File: src/rtl/mdu_iterative.sv
// Iterative radix-2 multiply/divide unit holding the HI/LO result registers.
// Signed operations work on magnitudes; the signs are corrected in one FIX cycle.
module mdu_iterative #(
  parameter int WIDTH = 32
) (
  input  logic             CLK,
  input  logic             RESET,
  input  logic             Start,
  input  logic [1:0]       MDOp,
  input  logic [WIDTH-1:0] SrcA,
  input  logic [WIDTH-1:0] SrcB,
  input  logic             HiWE,
  input  logic             LoWE,
  input  logic             Flush,
  output logic             Busy,
  output logic             Done,
  output logic [WIDTH-1:0] HI,
  output logic [WIDTH-1:0] LO
);

  localparam int CNT_W = (WIDTH > 1) ? $clog2(WIDTH) : 1;
  localparam logic [CNT_W-1:0] LAST = CNT_W'(WIDTH - 1);

  typedef enum logic [1:0] {
    IDLE = 2'd0,
    CALC = 2'd1,
    FIX  = 2'd2
  } state_t;

  state_t           state, state_next;
  logic             busy_next, done_next;
  logic             start_ok, start_signed;
  logic             op_div, div_zero, neg_lo, neg_hi;
  logic [WIDTH-1:0] a_mag, b_mag, src_a_mag, src_b_mag;
  logic [CNT_W-1:0] count;

  logic [2*WIDTH-1:0] acc, mul_step, div_step, prod_fix;
  logic [WIDTH:0]     mul_sum, rem_shift, rem_diff;
  logic [WIDTH-1:0]   quo_fix, rem_fix;

  // MDOp[0] selects unsigned, MDOp[1] selects divide.
  assign start_signed = ~MDOp[0];
  assign start_ok     = (state == IDLE) && Start && !Flush;
  assign src_a_mag    = (start_signed && SrcA[WIDTH-1]) ? -SrcA : SrcA;
  assign src_b_mag    = (start_signed && SrcB[WIDTH-1]) ? -SrcB : SrcB;

  // Multiply: acc = {partial, multiplier}; add on LSB, then shift right.
  assign mul_sum  = {1'b0, acc[2*WIDTH-1:WIDTH]} + (acc[0] ? {1'b0, a_mag} : '0);
  assign mul_step = {mul_sum, acc[WIDTH-1:1]};

  // Divide: acc = {remainder, dividend}; a borrow out of rem_diff means restore.
  assign rem_shift = acc[2*WIDTH-1:WIDTH-1];
  assign rem_diff  = rem_shift - {1'b0, b_mag};
  assign div_step  = rem_diff[WIDTH]
                   ? {rem_shift[WIDTH-1:0], acc[WIDTH-2:0], 1'b0}
                   : {rem_diff[WIDTH-1:0],  acc[WIDTH-2:0], 1'b1};

  assign prod_fix = neg_lo ? -acc : acc;
  assign quo_fix  = div_zero ? '1 : (neg_lo ? -acc[WIDTH-1:0] : acc[WIDTH-1:0]);
  assign rem_fix  = neg_hi ? -acc[2*WIDTH-1:WIDTH] : acc[2*WIDTH-1:WIDTH];

  always_comb begin
    // NOTE: every output of this block gets a default first so no path leaves it unassigned (no latch).
    state_next = state;
    busy_next  = 1'b0;
    done_next  = 1'b0;
    unique case (state)
      IDLE: begin
        if (start_ok) begin
          state_next = CALC;
          busy_next  = 1'b1;
        end
      end
      CALC: begin
        if (Flush) begin
          state_next = IDLE;
        end else begin
          busy_next = 1'b1;
          if (count == LAST) state_next = FIX;
        end
      end
      FIX: begin
        state_next = IDLE;
        done_next  = !Flush;
      end
      default: state_next = IDLE;
    endcase
  end

  // NOTE: sequential state uses non-blocking assignments so every flop samples pre-edge values.
  always_ff @(posedge CLK) begin
    if (RESET) begin
      state <= IDLE;
      Busy  <= 1'b0;
      Done  <= 1'b0;
    end else begin
      state <= state_next;
      Busy  <= busy_next;
      Done  <= done_next;
    end
  end

  always_ff @(posedge CLK) begin
    if (RESET) begin
      HI       <= '0;
      LO       <= '0;
      acc      <= '0;
      a_mag    <= '0;
      b_mag    <= '0;
      count    <= '0;
      op_div   <= 1'b0;
      div_zero <= 1'b0;
      neg_lo   <= 1'b0;
      neg_hi   <= 1'b0;
    end else begin
      unique case (state)
        IDLE: begin
          if (start_ok) begin
            a_mag    <= src_a_mag;
            b_mag    <= src_b_mag;
            op_div   <= MDOp[1];
            div_zero <= (SrcB == '0);
            neg_lo   <= start_signed & (SrcA[WIDTH-1] ^ SrcB[WIDTH-1]);
            neg_hi   <= start_signed & SrcA[WIDTH-1];
            acc      <= MDOp[1] ? {{WIDTH{1'b0}}, src_a_mag} : {{WIDTH{1'b0}}, src_b_mag};
            count    <= '0;
          end else if (!Start) begin
            if (HiWE) HI <= SrcA;
            if (LoWE) LO <= SrcA;
          end
        end
        CALC: begin
          if (!Flush) begin
            acc   <= op_div ? div_step : mul_step;
            count <= count + 1'b1;
          end
        end
        FIX: begin
          if (!Flush) begin
            if (op_div) begin
              HI <= rem_fix;
              LO <= quo_fix;
            end else begin
              HI <= prod_fix[2*WIDTH-1:WIDTH];
              LO <= prod_fix[WIDTH-1:0];
            end
          end
        end
        default: ;
      endcase
    end
  end

endmodule

File: config.mk
export PLATFORM = sky130hd
export DESIGN_NAME = mdu_iterative
export DESIGN_NICKNAME = d
export VERILOG_FILES = /design/src/rtl/mdu_iterative.sv
export SDC_FILE = /design/constraint.sdc
export NUM_CORES = 1
export LEC_CHECK = 0
export ABC_AREA = 1
export BUFFER_PORTS_ARGS = -buffer_cell sky130_fd_sc_hd__buf_4
export CORE_MARGIN = 2
export CORE_UTILIZATION = 32
export DETAILED_ROUTE_END_ITERATION = 7
export HOLD_SLACK_MARGIN = 0.12
export PLACE_DENSITY_LB_ADDON = 0.08
export SLEW_MARGIN = 30
export SYNTH_ARGS = -nofsm -noshare
export SYNTH_HDL_FRONTEND = slang
export SYNTH_SLANG_ARGS = --single-unit
File: constraint.sdc
create_clock -name CLK -period 3 [get_ports CLK]
set_clock_uncertainty 0.15 [all_clocks]
set_input_delay 0.3 -clock CLK [delete_from_list [all_inputs] [get_ports CLK]]
set_output_delay 0.3 -clock CLK [all_outputs]
set_load 0.01 [all_outputs]
**Word level (Yosys, flattened, before mapping)**

Index checks and enable logic that the tools add are counted.

- Add/sub/neg operators: 8
- Mux-type cells: 35
- Reductions and logical operators: 15
- Eq/ne operators: 11
- Bitwise operators: 5

Operators with widths:

| operator | count |
|---|---|
| $mux 32 | 17 |
| $mux 64 | 5 |
| $neg 32->32 | 4 |
| $pmux 32 s2 | 2 |
| $pmux 64 s2 | 1 |
| $neg 64->64 | 1 |
| $add 32x32->33 | 1 |
| $sub 33x32->33 | 1 |
| $logic_not 32->1 | 1 |
| $ne 2x2->1 const B | 7 |
| $mux 5 | 2 |
| $pmux 5 s2 | 1 |
| $reduce_and 5->1 | 2 |
| $mux 2 | 3 |
| $add 5x1->5 const B | 1 |
| $eq 5x5->1 const B | 1 |
| $logic_and 1x1->1 | 4 |
| $pmux 2 s2 | 1 |
| $reduce_and 2->1 | 2 |
| $reduce_bool 2->1 | 2 |
| $ne 3x3->1 const B | 1 |
| $reduce_and 3->1 | 1 |
| $and 1x1->1 | 2 |
| $eq 2x1->1 const B | 1 |
| other kinds (8) | 10 |

- Register bits: 205
- Bits of input ports: 72

**Longest topological paths before layout**

- Word-level depth: 6
- Mapped depth: 20

**Least setup slack after synthesis**

No wires, ideal clock.

- Path type: flip-flop to flip-flop
- From: register acc[0]
- To: register acc[59]
- Setup time: 0.132 ns
- Setup slack: 0.308 ns
- Cell stages (with the launch flop): 20
- Required time: 2.718 ns
- Path buffers: 2
- Arrival: 2.410 ns
- Period minus slack after synthesis: 2.692 ns
- Cell sequence: dfxtp_1 > buf_6 > clkbuf_1 > nand2_1 > inv_1 > ha_1 > inv_1 > fa_1 > o21ai_1 > nand2_1 > nand2_1 > nand2_1 > nand2_1 > nand3_1 > nand3_1 > nand2_1 > nor2_1 > nor2_1 > nand2_1 > a21oi_1

- Longest elaborated chain between the ends: 5

Ends and longest elaborated chain:

| element | RTL line | RTL |
|---|---|---|
| from (decl) | 37 | `logic [2*WIDTH-1:0] acc, mul_step, div_step, prod_fix;` |
| from (signal assigned) | 125 | `acc <= MDOp[1] ? {{WIDTH{1'b0}}, src_a_mag} : {{WIDTH{1'b0}}, src_b_mag};` |
| from (signal assigned) | 134 | `acc <= op_div ? div_step : mul_step;` |
| $mux 32 | 48 | `assign mul_sum = {1'b0, acc[2*WIDTH-1:WIDTH]} + (acc[0] ? {1'b0, a_mag} : '0);` |
| $add 32x32->33 | 48 |  |
| $mux 64 | 134 |  |
| $mux 64 | 133 | `if (!Flush) begin` |
| $pmux 64 s2 | 116 | `unique case (state)` |

Every way passes these cells. The select of a mux whose other input is x is not followed.
A chain may end at the register's enable or synchronous reset.

**Worst setup path in the final report**

- From: register b_mag[27]
- To: register acc[50]

- Longest elaborated chain between the ends: 5

Ends and longest elaborated chain:

| element | RTL line | RTL |
|---|---|---|
| from (decl) | 34 | `logic [WIDTH-1:0] a_mag, b_mag, src_a_mag, src_b_mag;` |
| from (signal assigned) | 120 | `b_mag <= src_b_mag;` |
| $sub 33x32->33 | 53 | `assign rem_diff = rem_shift - {1'b0, b_mag};` |
| $mux 64 | 55 | `? {rem_shift[WIDTH-1:0], acc[WIDTH-2:0], 1'b0}` |
| $mux 64 | 134 |  |
| $mux 64 | 133 |  |
| $pmux 64 s2 | 116 |  |

Every way passes these cells. The select of a mux whose other input is x is not followed.

==> flow_summary_export.csv <==
group,metric,value,unit
outcome,status,"complete, no violations",
synth,post_synth_inst_count,3099,
pwr,leakage,0.0106,uW
grt,grt_max_degree,81,
pwr,max-vdd-ir-drop,0.000445,V
synth,synthDistinctLibCells,52,
placed_design,dp_slack,0.0712,ns
final_layout,fin_nets,3441,
sta,slew_violations,0,
synth,ys.warnings.count,0,
setup_path,ff2ff_setup_slack,0.15,ns
hold_path,min_path_type,"in2reg",
synth,synth_flop_cell,"dfxtp_1",
floorplanning,core_region_area,0.0552,sq mm
grt,grt-ovfl-total,0,
final_layout,syn_to_final_growth,21.1,%
routing,wl_per_cell,22.8,um
sta,tightest_slew,0.703,ns
routing,drt_wl_total,92.5,mm
routing,drtAntennaViolNets,0,
clocking,cts_buffers,27,
routing,dr.pass1.iters,5,
clocking,cts.sinks,205,
placed_design,place.gp.congestion,0.974,
sta,setup_viol,0,
sta,fin_tns_setup,0,ns
clocking,cts-root-buf,"clkbuf_16",
floorplanning,rows,86,
setup_path,worstReg2RegEnd,"acc[50]",
clocking,clkLatencyLatePin,0.59,ns
floorplanning,start_util,32.4,%
routing,drt_iter0_drc,2032,
pwr,p_per_area,427,mW/mm^2
pwr,finalPower,9270,uW
synth,yosys_register_bits,205,
synth,seq_area_frac_synth,22.9,%
synth,synthArstFlopShare,0,%
final_layout,final_cell_mix,"nand2_1, inv_1, nor2_1, o21ai_0, nand3_1",
synth,avgSynthCellArea,5.78,sq um
clocking,clockBufferDepth,3,
sta,max_freq,351,MHz
sta,layout_setup_ws,0.153,ns
floorplanning,dieWidth,241,um
routing,drc,0,
grt,grt_pass1_vias,20125,
clocking,cts_tree,"built",
sta,final-hold-violation-count,0,
setup_path,crit_path_end_kind,"flip-flop",
placed_design,numPlacedInstances,3957,
final_layout,final_cells,4066,
setup_path,critPathMaxFanout,5,
placed_design,io_buffer_count,137,
final_layout,layout_commonest_cell,"nand2_1",
hold_path,worstHoldStart,"SrcB[14]",
clocking,htree_levels,1,
floorplanning,ios,138,
sta,grt_setup_unrepaired,"yes",
setup_path,required,3.32,ns
grt,grt_use_total,31.2,%
sta,relSlewSlack,52.6,%
setup_path,r2r.worst_path.cells,14,
floorplanning,die-area,0.0578,sq mm
synth,synthesis.area,0.0179,sq mm
hold_path,holdPathStages,5,
final_layout,fin_util,39.3,%
synth,syn-num-nets,3243,
routing,drt-vias-per-instance,5.34,
clocking,clkTransAtPathRegs,0.07,ns
setup_path,cp-start-kind,"flip-flop",
setup_path,rr_startpoint,"b_mag[27]",
setup_path,path_class,"reg2reg",
grt,grt_pass1_wl,133,mm
setup_path,arrival,3.17,ns
synth,synth_edf_count,0,
grt,antenna_found_initial,1,
run,drv_cap,0,
sta,min_period,2.85,ns
final_layout,fill_cells,6122,
hold_path,min_to,"b_mag[14]",
floorplanning,die_h,241,um
sta,timing.final.crit_share,94.9,%
final_layout,drive_gt1_share,10.9,%
placed_design,dp_hpwl,74.7,mm
clocking,post_cts_buffers,0,
routing,vias,21694,
-- kinds of logic after synthesis --
group	share of synthesized area [%]
simple gates	36.0
compound gates	20.3
buf+inv	12.4
flops	22.9
fa+ha+maj	5.12
xor+xnor	3.33
-- area by class of cell --
class / count / area, sq um / share of cell area (%)
Multi-Input combinational cell: 2324 / 11700 / 53.9
Sequential cell: 205 / 4110 / 18.9
Timing Repair Buffer: 283 / 2320 / 10.7
Inverter: 456 / 1710 / 7.90
Tap cell: 748 / 936 / 4.32
Clock buffer: 38 / 797 / 3.68
Clock inverter: 11 / 129 / 0.594
Antenna cell: 1 / 2.50 / 0.0115
-- cells in the mapped netlist (3+ instances only) --
| cell | instances | area [sq um] |
|---|---|---|
| a31oi_1 | 55 | 344 |
| nand3_1 | 261 | 1310 |
| o21ai_2 | 3 | 26.3 |
| nand3b_1 | 12 | 90.1 |
| a21o_1 | 9 | 67.6 |
| nand2_2 | 7 | 43.8 |
| clkinv_1 | 4 | 15.0 |
| or2_2 | 7 | 43.8 |
| o21bai_1 | 7 | 52.6 |
| clkbuf_1 | 84 | 315 |
| buf_4 | 6 | 45.0 |
| o31ai_1 | 4 | 30.0 |
| o21ai_0 | 271 | 1360 |
| o211ai_1 | 17 | 128 |
| nand2_1 | 780 | 2930 |
| nand3_2 | 9 | 90.1 |
| a21oi_1 | 234 | 1170 |
| o21ai_1 | 26 | 130 |
| xnor2_1 | 7 | 61.3 |
| inv_2 | 23 | 86.3 |
| ha_1 | 70 | 876 |
| nand2_4 | 4 | 45.0 |
| nor2_2 | 10 | 62.6 |
| o21a_1 | 4 | 30.0 |
| inv_1 | 429 | 1610 |
| a22o_1 | 9 | 78.8 |
| o22ai_1 | 19 | 119 |
| buf_2 | 20 | 100 |
| buf_1 | 5 | 18.8 |
| dfxtp_1 | 205 | 4100 |
| nor3_1 | 58 | 290 |
| nand4_1 | 44 | 275 |
| nor2_1 | 309 | 1160 |
| xor2_1 | 61 | 534 |
-- sequential cells by signal, summed over array words and instances (netlist names), 2 cells and up --
register  flops
HI           32
LO           32
a_mag        32
acc          64
b_mag        32
count         5
state         2
-- report_power, final --
| part | leakage [uW] | switching [uW] | total, uW | internal (uW) |
|---|---|---|---|---|
| clock network | 0.000456 | 1440 | 3460 | 2030 |
| registers | 0.00168 | 154 | 3050 | 2890 |
| logic | 0.00849 | 1880 | 2760 | 874 |
| total | 0.0106 | 3470 | 9270 | 5790 |
-- how the worst max path moves through the flow --
stage / from / to
2_1_floorplan: acc[0] / acc[59]
3_3_place_gp: acc[0] / acc[56]
3_5_place_dp: acc[31] / acc[57]
4_1_cts: acc[31] / acc[57]
5_1_grt: acc[31] / acc[32]
6_report: b_mag[27] / acc[50]
-- critical path, cell delays in order, from the launching register on --
cell and delay [ns]:
dfxtp_1 0.34, inv_1 0.17, ha_1 0.40, nand2_1 0.12, inv_2 0.04, nand2_1 0.14
inv_2 0.04, nand2_1 0.08, inv_1 0.06, a21oi_2 0.20, nand3_2 0.33, nand2_4 0.27
o21ai_0 0.14, o21bai_1 0.16, a21oi_1 0.07
-- through the flow --
stage	cell area [sq um]	hold slack [ns]
CTS	21600	0.121
finish	21700	0.125
global route	21700	0.144
detailed placement	20100	0.299
floorplan	17900	0.229
global placement	20100	0.300
-- routing by layer --
metal  vias to the layer above  wire, um  global-route usage [%]
met2                       804     41400                    50.3
li1                      10534         -                       -
met4                         0      3680                    11.0
met5                         -         0                       0
met1                     10223     41600                    42.9
met3                       133      5760                    3.65
-- what timing repair did --
item	4_1_cts	5_1_grt
setup endpoints to repair	0	34
hold buffers	55	0
hold endpoints to repair	83	0
gates resized for setup	0	12
No activity file was read; power rests on OpenSTA's default activity.
